$ cat src/rtl/y_alu_pkg.sv
// Shared encodings for the multi-cycle ALU: op codes, FSM states and the
// signed-overflow helper used by ADD/SUB.
package y_alu_pkg;

  typedef enum logic [2:0] {
    OP_AND = 3'b000,
    OP_OR  = 3'b001,
    OP_ADD = 3'b010,
    OP_SLL = 3'b011,
    OP_SRL = 3'b100,
    OP_MUL = 3'b101,
    OP_SUB = 3'b110,
    OP_SLT = 3'b111
  } op_e;

  typedef enum logic [1:0] {
    ST_IDLE = 2'b00,
    ST_BUSY = 2'b01,
    ST_DONE = 2'b10
  } state_e;

  // Signed overflow: operand signs agree and the result sign differs.
  // For subtraction pass the sign of ~b as sb_eff.
  function automatic logic add_sub_ovf(input logic sa, input logic sb_eff, input logic sr);
    return (sa == sb_eff) && (sr != sa);
  endfunction

endpackage

$ cat src/rtl/y_mul_iter.sv
// Iterative shift-add multiplier: one multiplier bit per cycle.
// start_i loads the operands; done_o is high in the cycle whose p_o already
// includes the last partial product, so the caller can register it directly.
module y_mul_iter
  import y_alu_pkg::*;
#(
  parameter int WIDTH = 32
) (
  input  logic             clk,
  input  logic             rst_n,
  input  logic             start_i,
  input  logic [WIDTH-1:0] a_i,
  input  logic [WIDTH-1:0] b_i,
  output logic             done_o,
  output logic [WIDTH-1:0] p_o
);

  localparam int CW = $clog2(WIDTH + 1);

  logic [WIDTH-1:0] mcand_q, mcand_d;
  logic [WIDTH-1:0] mplier_q, mplier_d;
  logic [WIDTH-1:0] acc_q, acc_d;
  logic [CW-1:0]    cnt_q, cnt_d;
  logic             busy_q, busy_d;
  logic [WIDTH-1:0] acc_next_s;
  logic             step_s;

  // Accumulator next value and next-state for the iteration registers.
  always_comb begin
    step_s     = busy_q && (cnt_q != {CW{1'b0}});
    acc_next_s = mplier_q[0] ? (acc_q + mcand_q) : acc_q;
    mcand_d    = mcand_q;
    mplier_d   = mplier_q;
    acc_d      = acc_q;
    cnt_d      = cnt_q;
    busy_d     = busy_q;
    if (start_i) begin
      mcand_d  = a_i;
      mplier_d = b_i;
      acc_d    = {WIDTH{1'b0}};
      cnt_d    = CW'(WIDTH);
      busy_d   = 1'b1;
    end else if (step_s) begin
      acc_d    = acc_next_s;
      mcand_d  = {mcand_q[WIDTH-2:0], 1'b0};
      mplier_d = {1'b0, mplier_q[WIDTH-1:1]};
      cnt_d    = cnt_q - CW'(1);
      busy_d   = (cnt_q != CW'(1));
    end else begin
      busy_d   = 1'b0;
    end
  end

  // Iteration state registers; reset clears counter and accumulator.
  always_ff @(posedge clk or negedge rst_n) begin
    if (!rst_n) begin
      mcand_q  <= {WIDTH{1'b0}};
      mplier_q <= {WIDTH{1'b0}};
      acc_q    <= {WIDTH{1'b0}};
      cnt_q    <= {CW{1'b0}};
      busy_q   <= 1'b0;
    end else begin
      mcand_q  <= mcand_d;
      mplier_q <= mplier_d;
      acc_q    <= acc_d;
      cnt_q    <= cnt_d;
      busy_q   <= busy_d;
    end
  end

  assign done_o = busy_q && (cnt_q == CW'(1));
  assign p_o    = acc_next_s;

endmodule

$ cat src/rtl/y_alu_mc.sv
// Multi-cycle ALU with valid/ready handshakes. Single-cycle ops are computed
// combinationally and registered at transfer; MUL runs in y_mul_iter.
module y_alu_mc
  import y_alu_pkg::*;
#(
  parameter int WIDTH  = 32,
  parameter int MUL_EN = 1
) (
  input  logic             clk,
  input  logic             rst_n,
  input  logic             in_valid,
  output logic             in_ready,
  input  logic [WIDTH-1:0] a,
  input  logic [WIDTH-1:0] b,
  input  logic [2:0]       op,
  output logic             out_valid,
  input  logic             out_ready,
  output logic [WIDTH-1:0] z,
  output logic             zero,
  output logic             ovf,
  output logic             err
);

  localparam int SHW = $clog2(WIDTH);

  state_e           state_q, state_d;
  logic [WIDTH-1:0] z_q, z_d;
  logic             zero_q, zero_d;
  logic             ovf_q, ovf_d;
  logic             err_q, err_d;
  logic             out_valid_q, out_valid_d;

  logic [WIDTH-1:0] res_s;
  logic             res_ovf_s;
  logic             res_err_s;
  logic             is_mul_s;
  logic [WIDTH-1:0] sum_s;
  logic [WIDTH-1:0] diff_s;
  logic [SHW-1:0]   shamt_s;
  logic             transfer_s;
  logic             mul_start_s;
  logic             mul_done_s;
  logic [WIDTH-1:0] mul_p_s;

  assign transfer_s = in_valid && (state_q == ST_IDLE);

  // Single-cycle datapath; MUL is only flagged here, illegal ops give z=0/err.
  always_comb begin
    res_s     = {WIDTH{1'b0}};
    res_ovf_s = 1'b0;
    res_err_s = 1'b0;
    is_mul_s  = 1'b0;
    shamt_s   = b[SHW-1:0];
    sum_s     = a + b;
    diff_s    = a - b;
    case (op)
      OP_AND: res_s = a & b;
      OP_OR:  res_s = a | b;
      OP_ADD: begin
        res_s     = sum_s;
        res_ovf_s = add_sub_ovf(a[WIDTH-1], b[WIDTH-1], sum_s[WIDTH-1]);
      end
      OP_SUB: begin
        res_s     = diff_s;
        res_ovf_s = add_sub_ovf(a[WIDTH-1], ~b[WIDTH-1], diff_s[WIDTH-1]);
      end
      OP_SLT: res_s = {{(WIDTH-1){1'b0}}, ($signed(a) < $signed(b))};
      OP_SLL: res_s = a << shamt_s;
      OP_SRL: res_s = a >> shamt_s;
      OP_MUL: begin
        if (MUL_EN != 0) begin
          is_mul_s = 1'b1;
        end else begin
          res_err_s = 1'b1;
        end
      end
      default: res_err_s = 1'b1;
    endcase
  end

  // FSM next state and result registers; zero always tracks the value loaded into z.
  always_comb begin
    state_d     = state_q;
    z_d         = z_q;
    zero_d      = zero_q;
    ovf_d       = ovf_q;
    err_d       = err_q;
    out_valid_d = out_valid_q;
    mul_start_s = 1'b0;
    case (state_q)
      ST_IDLE: begin
        if (transfer_s) begin
          if (is_mul_s) begin
            state_d     = ST_BUSY;
            mul_start_s = 1'b1;
          end else begin
            state_d     = ST_DONE;
            z_d         = res_s;
            zero_d      = (res_s == {WIDTH{1'b0}});
            ovf_d       = res_ovf_s;
            err_d       = res_err_s;
            out_valid_d = 1'b1;
          end
        end else begin
          state_d = ST_IDLE;
        end
      end
      ST_BUSY: begin
        if (mul_done_s) begin
          state_d     = ST_DONE;
          z_d         = mul_p_s;
          zero_d      = (mul_p_s == {WIDTH{1'b0}});
          ovf_d       = 1'b0;
          err_d       = 1'b0;
          out_valid_d = 1'b1;
        end else begin
          state_d = ST_BUSY;
        end
      end
      ST_DONE: begin
        if (out_ready) begin
          state_d     = ST_IDLE;
          out_valid_d = 1'b0;
        end else begin
          state_d = ST_DONE;
        end
      end
      default: begin
        state_d     = ST_IDLE;
        out_valid_d = 1'b0;
      end
    endcase
  end

  // State and output registers with asynchronous clear.
  always_ff @(posedge clk or negedge rst_n) begin
    if (!rst_n) begin
      state_q     <= ST_IDLE;
      z_q         <= {WIDTH{1'b0}};
      zero_q      <= 1'b0;
      ovf_q       <= 1'b0;
      err_q       <= 1'b0;
      out_valid_q <= 1'b0;
    end else begin
      state_q     <= state_d;
      z_q         <= z_d;
      zero_q      <= zero_d;
      ovf_q       <= ovf_d;
      err_q       <= err_d;
      out_valid_q <= out_valid_d;
    end
  end

  y_mul_iter #(.WIDTH(WIDTH)) u_mul (
    .clk     (clk),
    .rst_n   (rst_n),
    .start_i (mul_start_s),
    .a_i     (a),
    .b_i     (b),
    .done_o  (mul_done_s),
    .p_o     (mul_p_s)
  );

  assign in_ready  = (state_q == ST_IDLE);
  assign out_valid = out_valid_q;
  assign z         = z_q;
  assign zero      = zero_q;
  assign ovf       = ovf_q;
  assign err       = err_q;

endmodule

$ cat config.mk
export PLATFORM = sky130hd
export DESIGN_NAME = y_alu_mc
export DESIGN_NICKNAME = d
export VERILOG_FILES = /design/src/rtl/y_alu_pkg.sv /design/src/rtl/y_mul_iter.sv /design/src/rtl/y_alu_mc.sv
export SDC_FILE = /design/constraint.sdc
export NUM_CORES = 1
export LEC_CHECK = 0
export ABC_CLOCK_PERIOD_IN_PS = 4350
export CAP_MARGIN = 20
export CORE_MARGIN = 1
export CORE_UTILIZATION = 50
export CTS_BUF_LIST = sky130_fd_sc_hd__clkbuf_16
export DETAILED_ROUTE_END_ITERATION = 10
export PLACE_DENSITY = 0.69
export SYNTH_ARGS = -nofsm -noshare
export SYNTH_HDL_FRONTEND = slang
export SYNTH_SLANG_ARGS = --single-unit
$ cat constraint.sdc
create_clock -name clk -period 4.35 [get_ports clk]
set_input_delay 0.6525 -clock clk [delete_from_list [all_inputs] [get_ports clk]]
set_output_delay 0.6525 -clock clk [all_outputs]
set_load 0.05 [all_outputs]
==> impl_metrics.toml <==
[pwr]
finalPower_uw = 11000
p_clk_share_pct = 13.8
power.switching_uw = 5490
irDropWorstVdd_mv = 0.684
seqPwrFrac_pct = 21.8
power_density_nw_per_um2 = 494
intPower_uw = 5490
p_leak_uw = 0.0102
p_comb_share_pct = 64.4
swShare_pct = 50.0

[run_status]
outcome = "complete, but fails checks"
violations = "antenna violations"

[layout]
drive_gt1_share_pct = 22.7
layout_common_cells = "buf_4 (404), nand2_1 (307), nor2_1 (259), a21oi_1 (164), dfrtp_1 (140)"
area_growth_pct = 30.0
final.fill_count = 2845
final_nets = 2828
mostFrequentLayoutCell = "buf_4"
fin_util_pct = 66.1
fin_cells = 3089

[sta]
holdWs_ns = 0.0663
finalSetupViolations = 0
finalCritPeriodShare_pct = 99.5
max_slew_margin_pct = 20.3
final_hold_viol_count = 0
tightest_slew_ns = 1.19
max_freq_ghz = 0.231
fin_skew_ns = 0.0211
drv_slew = 0
tns_ns = 0
fin_crit_ns = 4.33

[clocking]
root_buffer = "clkbuf_16"
holdBufCountCts = 0
cts.sinks = 140
cts-buffers-inserted = 17
cts_buffer_depth = 2
cts_tree = "yes"
clkLatencyLatePin_ns = 0.45
cts.reportedPaths.clkPinSlew_ns = 0.07
cts_max_level = 4

[critical_path]
cp_max_fo = 5
r2r_start = "u_mul.mcand_q[0]"
crit_required_ns = 4.73
path_class = "in -> reg"
end_kind = "flip-flop"
critical_path.endpoint = "zero"
cp-start-kind = "input port"
reg2reg_to = "zero"
startpoint = "a[25]"
r2r_setup_slack_ns = 0.14
reg2reg_depth = 16
cp.arrival_ns = 4.71

[synth]
synth.distinct_cells = 98
ys_ff_latch = 140
synthesis.nets = 2449
ys.flop_type = "dfrtp_1"
synth_edf_count = 0
syn_area_per_cell_sq_um = 7.62
synthTopCellsByArea = "dfrtp_1 (21%), ha_1 (9.7%), nand2_1 (6.8%)"
ys_seq_area_share_pct = 20.5
synth_area_sq_um = 17100
yosysTopAreaCell = "dfrtp_1"
synth_warnings = 0
synthesis.instances = 2242
yosys.area.top_type_share_pct = 20.5
async_flop_share_pct = 100

[global_routing]
track_usage_pct = 45.5
top_usage_layer = "met2"
met3_usage_pct = 12.3
use_met1_pct = 62.1
antenna_found_initial = 5
grt_max_degree = 101
grt.overflow.total = 0
use_met2_pct = 66.6
grt_pass1_wl_mm = 120
first_global_vias = 19200

[drt]
vias = 20400
ant_nets = 1
firstDrtPassIters = 9
drt_iter0_drc = 2744
wl_mm = 80.5
routedWlPerCell_um = 26.1
avgViaCountPerCell = 6.61
drc = 0

[placement]
gp_congestion = 1.10
placed_cells = 3044
dp_hpwl_mm = 63.3
portBuffers = 106

[floorplanning]
die_w_um = 187
rows = 67
dieHeight_um = 187
io_pins = 108
initial_core_util_pct = 50.8
fp.coreArea_sq_um = 33600
dieArea_sq_um = 34900

[flow_run]
drv_cap = 0

[worst_hold_path]
hold_path.class = "in -> async"
[layer usage]
layer  vias up  part of all wire, %
li1       8886                    -
met1      9745                   40
met2      1502                   42
met3       270                   13
met4         0                  5.4
met5         -                    0
[per-stage QoR]
stage / area, sq um / setup WS [ns]
6_report: 22200 / 0.0205
5_1_grt: 22200 / -0.0192
4_1_cts: 21900 / 0.0104
3_5_place_dp: 21300 / -0.672
3_3_place_gp: 21300 / -0.517
2_1_floorplan: 17100 / 0.0495
[power by group through the flow]
| stage | clock network, uW | logic, uW | registers [uW] |
|---|---|---|---|
| 6_report | 1510 | 7070 | 2400 |
| 4_1_cts | 1530 | 6810 | 2370 |
| 3_3_place_gp | 0 | 6490 | 2360 |
| 2_1_floorplan | 0 | 4030 | 2750 |
| 3_5_place_dp | 0 | 6720 | 2390 |
| 5_1_grt | 1560 | 7530 | 2450 |
[cells by family after synthesis]
group	Yosys count	synth area share, %
fa+ha+maj	136	10.1
simple gates	771	19.7
compound gates	666	25.9
flops	140	20.5
xor+xnor	54	2.77
other cells	1	0.0219
buf+inv	305	7.64
mux	169	13.3
[cell type report]
type | count | area [sq um] | share of cell area [%]
Antenna cell | 7 | 17.5 | 0.0789
Inverter | 137 | 514 | 2.32
Tap cell | 448 | 561 | 2.52
Sequential cell | 140 | 3500 | 15.8
Multi-Input combinational cell | 1797 | 12500 | 56.5
Clock buffer | 17 | 425 | 1.92
Clock inverter | 15 | 165 | 0.744
Timing Repair Buffer | 528 | 4470 | 20.1
[synth_stat cells (all sizes together), types with 7 or more instances]
library cell and instances:
o211ai 18, nor2 260, or2 7, a21o 17
mux2 25, xnor2 34, nand4 16, o31a 10
nand2b 10, a21oi 167, and3 12, o31ai 19
o21a 9, clkbuf 110, o221ai 10, dfrtp 140
or3 7, nor4 25, nor2b 16, a31oi 79
o22ai 27, o21bai 7, a221o 8, nand3b 7
buf 58, a211o 8, a211oi 64, mux4 44
a22oi 8, nor3 38, inv 137, a2111oi 11
nand2 308, xor2 20, and2 10, ha 133
nand3 37, mux2i 100, o21ai 128, a32oi 10
[how the worst min path moves through the flow]
stage / slack [ns] / from / cells past startpoint / end
detailed placement: 0.47 / z[25] / 1 / z[25]
floorplan: 0.36 / rst_n / 0 / out_valid
global placement: 0.46 / z[25] / 1 / z[25]
finish: 0.07 / rst_n / 1 / u_mul.mplier_q[4]
global route: 0.08 / rst_n / 1 / u_mul.mplier_q[4]
CTS: 0.38 / rst_n / 1 / u_mul.mplier_q[7]
[state kept, by name (all words and copies together), names as in the netlist]
| signal | count |
|---|---|
| zero | 1 |
| z | 32 |
| u_mul.mplier_q | 32 |
| u_mul.mcand_q | 32 |
| ovf | 1 |
| state_q | 2 |
| u_mul.cnt_q | 6 |
| out_valid | 1 |
| u_mul.acc_q | 32 |
| u_mul.busy_q | 1 |
[worst max-delay path, stage by stage]
cell and delay, ns:
clkdlybuf4s50_1 0.52, buf_4 0.22, buf_4 0.17, inv_1 0.21, mux4_2 0.39, o21ai_1 0.10
nor2b_1 0.18, a221oi_1 0.32, nand4_1 0.33, nor4_4 0.36, nand4_1 0.20, nor4_2 0.29
buf_4 0.16, nand4_1 0.14, nor4_2 0.31, a221o_1 0.15
[what timing repair did]
| item | in CTS | in global routing |
|---|---|---|
| resized for setup | 7 | 51 |
| setup endpoints to repair | 1 | 4 |
| pin swaps | 3 | 16 |
| endpoints found under the hold margin | 0 | 0 |
| cloned | 0 | 0 |
| setup buffers | 1 | 4 |
Power figures use the tool's default switching activity.
